File: src/rtl/coin_payout_pkg.sv
// Shared definitions for the coin payout block: denomination encoding and values,
// controller state encoding and default limits.
package coin_payout_pkg;

  localparam int AMT_W_DEF   = 14;
  localparam int MAX_AMT_DEF = 9999;
  localparam int TMR_W       = 16;

  typedef enum logic [1:0] {
    SEL_1   = 2'd0,
    SEL_10  = 2'd1,
    SEL_50  = 2'd2,
    SEL_100 = 2'd3
  } coin_sel_e;

  typedef enum logic [2:0] {
    ST_IDLE,
    ST_SELECT,
    ST_ISSUE,
    ST_GAP,
    ST_DONE,
    ST_FAULT
  } state_e;

  function automatic logic [6:0] coin_value(input coin_sel_e sel);
    case (sel)
      SEL_100: return 7'd100;
      SEL_50:  return 7'd50;
      SEL_10:  return 7'd10;
      default: return 7'd1;
    endcase
  endfunction

endpackage

File: src/rtl/coin_payout_if.sv
// Coin-dispense handshake between the payout controller and the hopper driver.
interface coin_payout_if;

  logic       coin_valid;
  logic [1:0] coin_sel;
  logic       coin_ack;

  modport master (output coin_valid, output coin_sel, input coin_ack);
  modport slave  (input coin_valid, input coin_sel, output coin_ack);

endinterface

File: src/rtl/coin_payout_timer.sv
// Loadable down-counter with a zero flag; used for the inter-coin gap and the ack timeout.
module payout_timer #(
  parameter int W = 16
) (
  input  logic         clk,
  input  logic         rst,
  input  logic         load,
  input  logic [W-1:0] load_val,
  input  logic         dec,
  output logic         zero
);

  logic [W-1:0] cnt;

  // NOTE: sequential state uses non-blocking assignments so every register samples pre-edge values.
  always_ff @(posedge clk) begin
    if (rst)                      cnt <= '0;
    else if (load)                cnt <= load_val;
    else if (dec && cnt != '0)    cnt <= cnt - 1'b1;
  end

  assign zero = (cnt == '0);

endmodule

File: src/rtl/coin_payout.sv
// Payout controller: turns a credit amount into a greedy 100/50/10/1 coin sequence on the
// hopper handshake and debits the bank once per transferred coin.
module coin_payout
  import coin_payout_pkg::*;
#(
  parameter int AMT_W       = AMT_W_DEF,
  parameter int MAX_AMT     = MAX_AMT_DEF,
  parameter int GAP_CYC     = 4,
  parameter int ACK_TIMEOUT = 1000
) (
  input  logic             clk,
  input  logic             rst,
  input  logic             payout_req,
  input  logic [AMT_W-1:0] payout_amt,
  output logic             busy,
  output logic             done,
  output logic             err,
  output logic             fault,
  coin_payout_if.master    hop,
  output logic             debit_pulse,
  output logic [6:0]       debit_amt,
  output logic [AMT_W-1:0] remaining
);

  localparam logic [TMR_W-1:0] GAP_LOAD = (GAP_CYC > 0) ? TMR_W'(GAP_CYC - 1) : '0;
  localparam logic [TMR_W-1:0] ACK_LOAD = TMR_W'(ACK_TIMEOUT - 1);

  state_e           state;
  coin_sel_e        coin_sel_q;
  coin_sel_e        sel_c;
  logic             coin_valid_q;
  logic [6:0]       val_c;
  logic [AMT_W-1:0] rem_after;
  logic             xfer;
  logic             gap_zero;
  logic             ack_zero;

  assign hop.coin_valid = coin_valid_q;
  assign hop.coin_sel   = coin_sel_q;

  // NOTE: every variable assigned in always_comb gets a default first, so no path can infer a latch.
  always_comb begin
    sel_c = SEL_1;
    if (remaining >= AMT_W'(100))     sel_c = SEL_100;
    else if (remaining >= AMT_W'(50)) sel_c = SEL_50;
    else if (remaining >= AMT_W'(10)) sel_c = SEL_10;
  end

  // Selection guarantees the issued coin never exceeds remaining, so rem_after cannot wrap.
  assign val_c     = coin_value(coin_sel_q);
  assign rem_after = remaining - AMT_W'(val_c);
  assign xfer      = (state == ST_ISSUE) && coin_valid_q && hop.coin_ack;

  payout_timer #(.W(TMR_W)) u_gap_tmr (
    .clk      (clk),
    .rst      (rst),
    .load     (xfer && (rem_after != '0)),
    .load_val (GAP_LOAD),
    .dec      (state == ST_GAP),
    .zero     (gap_zero)
  );

  payout_timer #(.W(TMR_W)) u_ack_tmr (
    .clk      (clk),
    .rst      (rst),
    .load     (state == ST_SELECT),
    .load_val (ACK_LOAD),
    .dec      ((state == ST_ISSUE) && !xfer),
    .zero     (ack_zero)
  );

  always_ff @(posedge clk) begin
    if (rst) begin
      state        <= ST_IDLE;
      busy         <= 1'b0;
      done         <= 1'b0;
      err          <= 1'b0;
      fault        <= 1'b0;
      coin_valid_q <= 1'b0;
      coin_sel_q   <= SEL_1;
      debit_pulse  <= 1'b0;
      debit_amt    <= '0;
      remaining    <= '0;
    end else begin
      done        <= 1'b0;
      err         <= 1'b0;
      debit_pulse <= 1'b0;
      case (state)
        ST_IDLE: begin
          if (payout_req) begin
            if (payout_amt > AMT_W'(MAX_AMT)) begin
              err <= 1'b1;
            end else if (payout_amt == '0) begin
              done  <= 1'b1;
              state <= ST_DONE;
            end else begin
              remaining <= payout_amt;
              busy      <= 1'b1;
              state     <= ST_SELECT;
            end
          end
        end
        ST_SELECT: begin
          coin_sel_q   <= sel_c;
          coin_valid_q <= 1'b1;
          state        <= ST_ISSUE;
        end
        ST_ISSUE: begin
          if (xfer) begin
            coin_valid_q <= 1'b0;
            remaining    <= rem_after;
            debit_pulse  <= 1'b1;
            debit_amt    <= val_c;
            if (rem_after == '0) begin
              done  <= 1'b1;
              busy  <= 1'b0;
              state <= ST_DONE;
            end else if (GAP_CYC == 0) begin
              state <= ST_SELECT;
            end else begin
              state <= ST_GAP;
            end
          end else if (ack_zero) begin
            // Hopper never answered: freeze the remaining amount and park until reset.
            coin_valid_q <= 1'b0;
            fault        <= 1'b1;
            busy         <= 1'b0;
            state        <= ST_FAULT;
          end
        end
        ST_GAP: begin
          if (gap_zero) state <= ST_SELECT;
        end
        ST_DONE:  state <= ST_IDLE;
        ST_FAULT: state <= ST_FAULT;
        default:  state <= ST_IDLE;
      endcase
    end
  end

endmodule

File: src/flat_wrapper.sv
// flat-port wrapper written by rule: the top's interface ports become plain ports
module coin_payout_flat import coin_payout_pkg::*;
#(
  parameter int AMT_W       = AMT_W_DEF,
  parameter int MAX_AMT     = MAX_AMT_DEF,
  parameter int GAP_CYC     = 4,
  parameter int ACK_TIMEOUT = 1000
)
  (clk, rst, payout_req, payout_amt, busy, done, err, fault, debit_pulse, debit_amt, remaining, hop_coin_valid, hop_coin_sel, hop_coin_ack);
  coin_payout_if hop_i ();
  input  logic clk;
  input  logic rst;
  input  logic payout_req;
  input  logic [AMT_W-1:0] payout_amt;
  output logic busy;
  output logic done;
  output logic err;
  output logic fault;
  output logic debit_pulse;
  output logic [6:0] debit_amt;
  output logic [AMT_W-1:0] remaining;
  output wire logic [$bits(hop_i.coin_valid)-1:0] hop_coin_valid;
  output wire logic [$bits(hop_i.coin_sel)-1:0] hop_coin_sel;
  input wire logic [$bits(hop_i.coin_ack)-1:0] hop_coin_ack;
  assign hop_coin_valid = hop_i.coin_valid;
  assign hop_coin_sel = hop_i.coin_sel;
  assign hop_i.coin_ack = hop_coin_ack;
  coin_payout #(.AMT_W(AMT_W), .MAX_AMT(MAX_AMT), .GAP_CYC(GAP_CYC), .ACK_TIMEOUT(ACK_TIMEOUT)) u_core (.clk(clk), .rst(rst), .payout_req(payout_req), .payout_amt(payout_amt), .busy(busy), .done(done), .err(err), .fault(fault), .hop(hop_i), .debit_pulse(debit_pulse), .debit_amt(debit_amt), .remaining(remaining));
endmodule
File: config.mk
export PLATFORM = sky130hd
export DESIGN_NAME = coin_payout_flat
export DESIGN_NICKNAME = d
export VERILOG_FILES = /design/src/rtl/coin_payout_pkg.sv /design/src/rtl/coin_payout_if.sv /design/src/rtl/coin_payout_timer.sv /design/src/rtl/coin_payout.sv /design/src/flat_wrapper.sv
export SDC_FILE = /design/constraint.sdc
export NUM_CORES = 1
export LEC_CHECK = 0
export CORE_MARGIN = 3
export CORE_UTILIZATION = 65
export CTS_CLUSTER_SIZE = 28
export DETAILED_ROUTE_END_ITERATION = 16
export DONT_BUFFER_PORTS = 1
export GPL_TIMING_DRIVEN = 1
export PLACE_DENSITY_LB_ADDON = 0.05
export RECOVER_POWER = 25
export SYNTH_ARGS = -nofsm -noshare
export SYNTH_HDL_FRONTEND = slang
export SYNTH_SLANG_ARGS = --single-unit
File: constraint.sdc
create_clock -name clk -period 4.7 [get_ports clk]
set_input_delay 0.47 -clock clk [delete_from_list [all_inputs] [get_ports clk]]
set_output_delay 0.47 -clock clk [all_outputs]
set_load 0.02 [all_outputs]
Word level (Yosys, flattened, before mapping)
Index checks and enable logic that the tools add are counted.
Widths: inputs -> output; s select.
{"block": "totals", "ff_bits": 64, "inputBits": 18, "wordCells": 106}
{"block": "op_classes", "add_sub_neg": 3, "n_lt_le_gt_ge": 4, "n_eq_ne": 14, "n_mux": 38, "bitwise_logic": 4, "reduce_logical": 29}
{"op": "$mux 14", "count": 4}
{"op": "$logic_not 16->1", "count": 2}
{"op": "$reduce_bool 16->1", "count": 2}
{"op": "$sub 16x1->16 const B", "count": 2}
{"op": "$logic_not 14->1", "count": 2}
{"op": "$pmux 14 s2", "count": 1}
{"op": "$mux 3", "count": 7}
{"op": "$pmux 7 s3", "count": 1}
{"op": "$mux 10", "count": 2}
{"op": "$mux 1", "count": 15}
{"op": "$pmux 3 s5", "count": 1}
{"op": "$ge 14x4->1 const B", "count": 1}
{"op": "$ge 14x6->1 const B", "count": 1}
{"op": "$ge 14x7->1 const B", "count": 1}
{"op": "$gt 14x14->1 const B", "count": 1}
{"op": "$reduce_bool 14->1", "count": 1}
{"op": "$sub 14x7->14", "count": 1}
{"op": "$mux 2", "count": 4}
{"op": "$reduce_bool 2->1", "count": 4}
{"op": "$eq 3x2->1 const B", "count": 2}
{"op": "$logic_and 1x1->1", "count": 6}
{"op": "$ne 2x2->1 const B", "count": 3}
{"op": "$pmux 1 s2", "count": 3}
{"op": "$reduce_and 6->1", "count": 1}
{"op": "other kinds (16)", "count": 24}

Depth between registers and ports, before layout
Gate-level depths: netlist of the first run.
{"block": "logic_depth", "word_depth": 8, "depth_mapped": 12, "mapped_depth_nobuf": 11}

Cells and area by module
Synthesis of the first run repeated with hierarchy kept, for this count alone.
{"block": "hier_totals", "cells_unflattened": 535, "area_unflattened_um2": 4274.1}
{"mod": "coin_payout", "n_inst": 1, "cells_each": 307, "area_per_inst_um2": 2384.8}
{"mod": "payout_timer", "n_inst": 2, "cells_each": 114, "area_per_inst_um2": 944.7}

Worst setup path before layout of the first run
No wires, ideal clock.
{"block": "synth_path", "kind": "register to register", "start": "reg u_core.coin_sel_q[0] (netlist: u_core.hop.coin_sel[0])", "end": "reg u_core.u_gap_tmr.cnt[7]", "setup_time_ns": 0.065, "arrival_time_ns": 3.273, "setup_slack_ns": 1.362, "path_stages_with_launch": 13, "synth_period_minus_slack_ns": 3.338, "path_cell_list": "dfxtp_1 -> inv_1 -> ha_1 -> ha_1 -> fa_1 -> xor2_1 -> nand3_1 -> a2111oi_2 -> o2111ai_1 -> or4b_1 -> a211o_1 -> buf_6 -> nor2_1"}
{"block": "synth_via", "elab_chain_len": 6, "elab_cells_between_ends": 8, "classes_between": "1 x add/sub; 3 x eq/ne; 1 x mux; 3 x reduce/logical"}
{"element": "start, declared", "line": "coin_payout.sv:29", "text": "coin_sel_e coin_sel_q;"}
{"element": "start signal, assigned", "line": "coin_payout.sv:104", "text": "coin_sel_q <= sel_c;"}
{"element": "$eq 2x1->1 or $eq 2x2->1 (tied branches)", "line": "coin_payout_pkg.sv:26", "text": "case (sel)"}
{"element": "$pmux 7 s3 (*)", "line": "coin_payout_pkg.sv:26"}
{"element": "via u_core.val_c[0]", "line": "coin_payout.sv:32", "text": "logic [6:0] val_c;"}
{"element": "$sub 14x7->14 (*)", "line": "coin_payout.sv:51", "text": "assign rem_after = remaining - AMT_W'(val_c);"}
{"element": "$reduce_bool 14->1 (*)", "line": "coin_payout.sv:57", "text": ".load (xfer && (rem_after != '0)),"}
{"element": "$logic_and 1x1->1 (*)", "line": "coin_payout.sv:57"}
{"element": "$reduce_or 2->1 (no line) (*)"}
{"element": "end signal, assigned", "line": "coin_payout_timer.sv:18", "text": "else if (load) cnt <= load_val;"}
{"element": "end signal, assigned", "line": "coin_payout_timer.sv:19", "text": "else if (dec && cnt != '0) cnt <= cnt - 1'b1;"}
{"element": "end, declared", "line": "coin_payout_timer.sv:13", "text": "logic [W-1:0] cnt;"}
Mark *: on every way through the listed nets, which the timed path passes. The rest lies on a longest branch.
A chain may end at the register's enable or synchronous reset.

Worst setup path in the final report of the first run
{"block": "layout_path", "start": "reg u_core.coin_sel_q[1] (netlist: u_core.hop.coin_sel[1])", "end": "reg u_core.u_gap_tmr.cnt[12]"}
Same word-level chain as after synthesis.

==> run_results.csv, run 1 <==
group,metric,value,unit
detailed_routing,route.vias.total,3206,
floorplanning,rows,26,
final_layout,syn_to_final_growth,6.98,%
clock_tree,clk_latency,0.34,ns
global_routing,grt_max_degree,39,
detailed_routing,finalWirelength,8.54,mm
synthesis,synth-seq-area-share,35.2,%
synthesis,synth_enable_flop_cells,0,
worst_setup_path,worstPathMaxFanout,14,
power,netSwitchingFraction,38.3,%
worst_setup_path,r2r_setup_slack,0.93,ns
synthesis,yosys-top-cells-count,"63 x dfxtp_1, 59 x nor2_1, 52 x nand2_1",
sta,drv_slew,0,
clock_tree,cts.path.max_buffers,2,
worst_setup_path,cp_num_buf_inv,1,
synthesis,synth.avg_cell_area,7.82,um^2
sta,tightestPinTransition,0.867,ns
power,intPower,1.24,mW
synthesis,synth-seq-cells,63,
clock_tree,holdBufCountCts,0,
job,cap_violations,0,
global_routing,grt_use_total,28.4,%
clock_tree,cts_tree,"built",
global_routing,grt_pass1_wl,14.2,mm
global_routing,overflow,0,
sta,fin_skew,0.00688,ns
floorplanning,ios,47,
placed_design,place_ws,0.970,ns
worst_setup_path,endpoint_kind,"flip-flop",
detailed_routing,wl_met3,734,um
floorplanning,die_area,6440,um^2
power,power_frac_seq,36.1,%
worst_setup_path,critPathArrivalTime,4.04,ns
final_layout,finalNetCount,487,
final_layout,layout-drive-gt1-share,5.69,%
power,switching_power,0.771,mW
global_routing,grt_pass1_vias,2919,
synthesis,postSynthCellCount,458,
floorplanning,core,5200,um^2
placed_design,gp_congestion,0.917,
detailed_routing,avgRoutedWirePerCell,16.2,um
clock_tree,cts_setup_buffers,0,
power,pwr-share-clk,27.7,%
synthesis,syn-num-nets,493,
worst_hold_path,hold_class,"input port to flip-flop",
detailed_routing,drtIter0Drc,203,
synthesis,yosys.area.top_type_share,35.2,%
synthesis,synth-async-reset-ratio,0,%
floorplanning,die_w,80.3,um
synthesis,synth.distinct_cells,52,
clock_tree,post_cts_resized,0,
detailed_routing,postRouteAntennaNets,0,
power,cellPowerDensity,525,nW/um^2
sta,min_period,3.77,ns
power,pwr-share-comb,36.1,%
detailed_routing,top_layer,"met4",
sta,min_period_over_period,80.3,%
power,p_leak,1.46,nW
detailed_routing,met1_length,3.79,mm
sta,rsz0062_at_grt,"false",
floorplanning,dieHeight,80.3,um
detailed_routing,viasPerCell,6.08,
clock_tree,cts_buffers,9,
worst_setup_path,cp_cell_sequence,"inv_1 -> ha_1 -> ha_1 -> fa_1 -> xor2_1 -> nand3_1 -> a2111oi_2 -> o2111ai_1 -> or4b_1 -> a211o_1 -> nor2_1",
final_layout,seq_area,1260,um^2
clock_tree,cts_sinks,63,
placed_design,post-dp-hpwl,6.23,mm
final_layout,fillCellCount,395,
synthesis,syn_area,3580,um^2
synthesis,ys.flop_type,"dfxtp_1",
synthesis,yosys_warnings,0,
worst_setup_path,cp_top_family,"compound AO/OA/AOI/OAI gates",
final_layout,diodes,0,
clock_tree,clk_pin_slew_worst_paths,0.07,ns
detailed_routing,routed-wl-met2,3.91,mm
detailed_routing,dr.pass1.iters,5,
run_status,outcome,"completed",
worst_setup_path,cp.required,4.97,ns
synthesis,yosysTopAreaCell,"dfxtp_1",
detailed_routing,drc,0,
sta,setup_ws,0.928,ns
clock_tree,cts_root_buf,"clkbuf_8",
sta,tns,0,ns
floorplanning,start_util,68.8,%
sta,setup_viol,0,
placed_design,io_buffers,0,
final_layout,multi_input_area,2180,um^2
sta,finalHoldViolCount,0,
worst_setup_path,cp_common_cell,"ha_1",
synthesis,synth.most_common_cell,"dfxtp_1",
power,ir_drop,0.000396,V
worst_setup_path,startpoint_type,"flip-flop",
global_routing,antenna_found_initial,0,
worst_setup_path,critPathMaxStageDelay,0.57,ns
sta,max_freq,0.265,GHz
worst_setup_path,worst-setup-path-type,"flip-flop to flip-flop",
clock_tree,htreeDepth,3,
synthesis,synth.area.top_cells,"dfxtp_1 35%, nor2_1 6.2%, ha_1 5.6%",
sta,relSlewSlack,42.2,%
worst_setup_path,cp_slowest_cell,"dfxtp_1",
## cell families after synthesis
logic type,count (synthesis),synth area share [%]
buffers and inverters,33,4.09
flip-flops,63,35.2
AND/OR/NAND/NOR,210,28.6
adder cells (fa/ha/maj),17,6.15
AO/OA/AOI/OAI,106,18.8
multiplexers,1,0.279
XOR/XNOR,28,6.84
## path summary, 6_finish.rpt
kind                            depth (start not counted)                  endpoint               startpoint
worst min-delay path                                    1       u_core.debit_amt[2]                      rst
worst max-delay path                                   11  u_core.u_gap_tmr.cnt[12]   u_core.hop.coin_sel[1]
worst max register to register                         11  u_core.u_gap_tmr.cnt[12]   u_core.hop.coin_sel[1]
worst min register to register                          2   u_core.u_ack_tmr.cnt[2]  u_core.u_ack_tmr.cnt[2]
## registers in the layout (all words and copies together) (netlist names)
signal / flops
u_core.state: 3
u_core.err: 1
u_core.remaining: 14
u_core.hop.coin_sel: 2
u_core.busy: 1
u_core.u_gap_tmr.cnt: 16
u_core.fault: 1
u_core.debit_amt: 6
u_core.done: 1
u_core.u_ack_tmr.cnt: 16
u_core.hop.coin_valid: 1
u_core.debit_pulse: 1
## cell usage in the layout (no fill, tap or decap), drive strengths merged, types with 4 or more instances in the layout
master   n
nor3    25
nand3b   5
or4      5
ha      16
dfxtp   63
a31oi    5
nand3   11
and3     5
a21o     6
o31ai    4
o21ai   20
or3     13
a211oi  12
nand2   52
nor2b    6
nor2    59
a21oi   36
clkbuf  12
xor2    11
xnor2   17
inv     14
nor4    12
## stage by stage
stage / cell area [um^2] / power, mW / instances / util [%] / hold WS [ns]
6_report: 3830 / 2.01 / 527 / 73.7 / 0.197
5_1_grt: 3830 / 2.14 / 527 / 73.7 / 0.170
4_1_cts: 3830 / 2.01 / 527 / 73.7 / 0.177
3_5_place_dp: 3590 / 1.45 / 511 / 69.0 / 0.493
3_3_place_gp: 3590 / 1.43 / 511 / 69.0 / 0.475
2_1_floorplan: 3580 / 1.30 / 458 / - / 0.466
## power groups by stage
stage	clock network [mW]	registers (mW)	logic, mW
2_1_floorplan	0	0.703	0.601
3_3_place_gp	0	0.732	0.696
3_5_place_dp	0	0.736	0.711
4_1_cts	0.564	0.725	0.717
5_1_grt	0.591	0.738	0.816
6_report	0.558	0.727	0.726
## worst register-to-register path: cells and delay by family (launching register included)
kind / cells / cell delay, ns
compound gates: 3 / 0.99
simple gates: 3 / 0.89
xor+xnor: 1 / 0.21
flops: 1 / 0.57
fa+ha+maj: 3 / 0.90
buf+inv: 1 / 0.16
## metal layers
| metal | up-vias | global-route usage (%) |
|---|---|---|
| li1 | 1629 | - |
| met1 | 1460 | 37.6 |
| met2 | 109 | 44.1 |
| met3 | 8 | 9.19 |
| met4 | 0 | 8.11 |
| met5 | - | 0 |
## area by class of cell
class / count / share of cell area [%]
clock inverter: 4 / 1.99
tap: 70 / 2.28
inverter: 14 / 1.37
clock buffer: 12 / 4.31
timing repair buffer: 2 / 0.392
sequential: 63 / 32.9
multi-input combinational: 362 / 56.8
Power figures use the tool's default switching activity.
==> run 2: changes to the inputs <==
Settings changed: CORE_UTILIZATION 65 to 57.
Clock period 4.7 ns to 3.3 ns, I/O delays scaled along.
==> run 2 against run 1 <==
- sequential share of layout area shrank 0.95 points
- core utilization shrank 7.6 points
- cell area grew 3.2%
- register-to-register slack lost 0.79 ns
- hold slack worse by 0.15 ns
- setup slack lost 0.79 ns
- wire length rose by 7.8%
- critical path type unchanged
- critical endpoint is now u_core.u_gap_tmr.cnt[3]
==> run_results.csv, run 2 (synthesis results as in run 1) <==
group,metric,value,unit
sta,tightestPinTransition,0.881,ns
power,ir_drop,0.000393,V
clock_tree,holdBufCountCts,0,
worst_hold_path,hold_class,"input port to flip-flop",
final_layout,diodes,0,
detailed_routing,met1_length,4.02,mm
worst_setup_path,endpoint_kind,"flip-flop",
power,power_frac_seq,34.7,%
final_layout,reg_top3,"u_core.u_ack_tmr.cnt (16), u_core.u_gap_tmr.cnt (16), u_core.remaining (14)",
final_layout,finalNetCount,502,
clock_tree,clk_latency,0.36,ns
worst_setup_path,cp.required,3.58,ns
final_layout,mostFrequentLayoutCells,"61 x dfxtp_1, 59 x nor2_1, 52 x nand2_1, 36 x a21oi_1, 24 x nor3_1",
detailed_routing,finalWirelength,9.20,mm
detailed_routing,routed-wl-met2,4.16,mm
clock_tree,cts_tree,"built",
floorplanning,rows,28,
detailed_routing,avgRoutedWirePerCell,16.8,um
clock_tree,cts.path.max_buffers,2,
clock_tree,cts_buffers,9,
global_routing,grt_pass1_wl,14.6,mm
final_layout,seq_area,1260,um^2
sta,finalHoldViolCount,0,
power,pwr-share-clk,25.7,%
sta,setup_viol,0,
detailed_routing,route.vias.total,3367,
clock_tree,clk_pin_slew_worst_paths,0.08,ns
floorplanning,die_area,7270,um^2
final_layout,syn_to_final_growth,10.4,%
sta,relSlewSlack,41.1,%
worst_setup_path,critPathArrivalTime,3.44,ns
floorplanning,dieHeight,85.3,um
global_routing,grt_use_total,25.2,%
power,switching_power,1.15,mW
placed_design,gp_congestion,0.958,
floorplanning,die_w,85.3,um
detailed_routing,dr.pass1.iters,5,
detailed_routing,postRouteAntennaNets,0,
placed_design,io_buffers,0,
power,netSwitchingFraction,39.5,%
worst_setup_path,startpoint_type,"flip-flop",
final_layout,fin_area,3960,um^2
floorplanning,start_util,59.8,%
power,intPower,1.75,mW
floorplanning,ios,47,
floorplanning,core,5990,um^2
sta,fin_skew,0.0117,ns
worst_setup_path,worstPathMaxFanout,7,
detailed_routing,drtIter0Drc,195,
placed_design,placed_cell_area,3710,um^2
sta,drv_slew,0,
worst_setup_path,worst-setup-path-type,"flip-flop to flip-flop",
sta,holdWs,0.0425,ns
placed_design,post-dp-hpwl,6.50,mm
global_routing,overflow,0,
global_routing,grt_max_degree,39,
clock_tree,htreeDepth,3,
clock_tree,cts_root_buf,"clkbuf_8",
sta,min_period_over_period,95.7,%
power,pwr-share-comb,39.7,%
final_layout,layout-drive-gt1-share,9.96,%
clock_tree,cts_sinks,63,
final_layout,final_common_cell,"dfxtp_1",
final_layout,multi_input_area,2220,um^2
global_routing,grt_pass1_vias,3041,
detailed_routing,viasPerCell,6.16,
detailed_routing,wl_met3,847,um
final_layout,fillCellCount,531,
power,p_leak,1.52,nW
power,cellPowerDensity,733,nW/um^2
detailed_routing,drc,0,
run_status,outcome,"completed",
job,cap_violations,0,
detailed_routing,top_layer,"met4",
sta,max_freq,0.317,GHz
sta,min_period,3.16,ns
global_routing,antenna_found_initial,0,
==> run 2: layout make-up <==
| cell class | instances | area share, % |
|---|---|---|
| multi-input combinational | 363 | 56.2 |
| sequential | 63 | 32.0 |
| clock buffer | 10 | 3.23 |
| timing repair buffer | 16 | 2.75 |
| tap | 75 | 2.37 |
| clock inverter | 6 | 2.12 |
| inverter | 14 | 1.33 |
==> run 2: worst max-delay path, stage by stage, from the launching register on <==
cell     delay (ns)
dfxtp_2        0.32
buf_4          0.16
ha_1           0.21
inv_1          0.13
ha_2           0.33
or2_2          0.28
o31a_1         0.14
or3_1          0.36
o21ai_0        0.09
or4b_4         0.53
a211o_4        0.40
a21oi_1        0.12
==> run 2: stage by stage <==
step                      power, mW  setup WS [ns]  setup TNS, ns  instances  utilization [%]
after global routing           3.09        -0.0266        -0.0679        547             66.0
after floorplan                1.86         0.0779              0        458                -
after detailed placement       2.12        -0.0476         -0.278        530             61.9
after CTS                      2.86        0.00220              0        546             65.5
after global placement         2.10         0.0942              0        530             61.9
final                          2.90          0.141              0        547             66.0
==> run 2: path summary, 6_finish.rpt <==
path,to,slack (ns),startpoint,cells past startpoint
worst min-delay path,u_core.debit_amt[0],0.04,rst,1
worst min register to register,u_core.u_ack_tmr.cnt[2],0.49,u_core.u_ack_tmr.cnt[2],2
worst max register to register,u_core.u_gap_tmr.cnt[3],0.14,u_core.hop.coin_sel[1],11
worst max-delay path,u_core.u_gap_tmr.cnt[3],0.14,u_core.hop.coin_sel[1],11
==> run 2: timing repair <==
item	in CTS	in global routing
pin swaps	0	4
endpoints found under the setup margin	14	21
setup buffers	0	0
resized for setup	1	7
cloned	0	1
==> run 2: power by group through the flow <==
| stage | sequential, mW | clock [mW] | combinational [mW] |
|---|---|---|---|
| 2_1_floorplan | 1.00 | 0 | 0.856 |
| 5_1_grt | 1.02 | 0.788 | 1.28 |
| 3_5_place_dp | 1.02 | 0 | 1.10 |
| 6_report | 1.01 | 0.744 | 1.15 |
| 4_1_cts | 1.00 | 0.748 | 1.11 |
| 3_3_place_gp | 1.02 | 0 | 1.09 |
==> run 2: routing by layer <==
| layer | GRT usage (%) | up-vias |
|---|---|---|
| li1 | - | 1660 |
| met2 | 38.0 | 152 |
| met4 | 10.4 | 0 |
| met1 | 33.8 | 1539 |
| met3 | 6.99 | 16 |
| met5 | 0 | - |
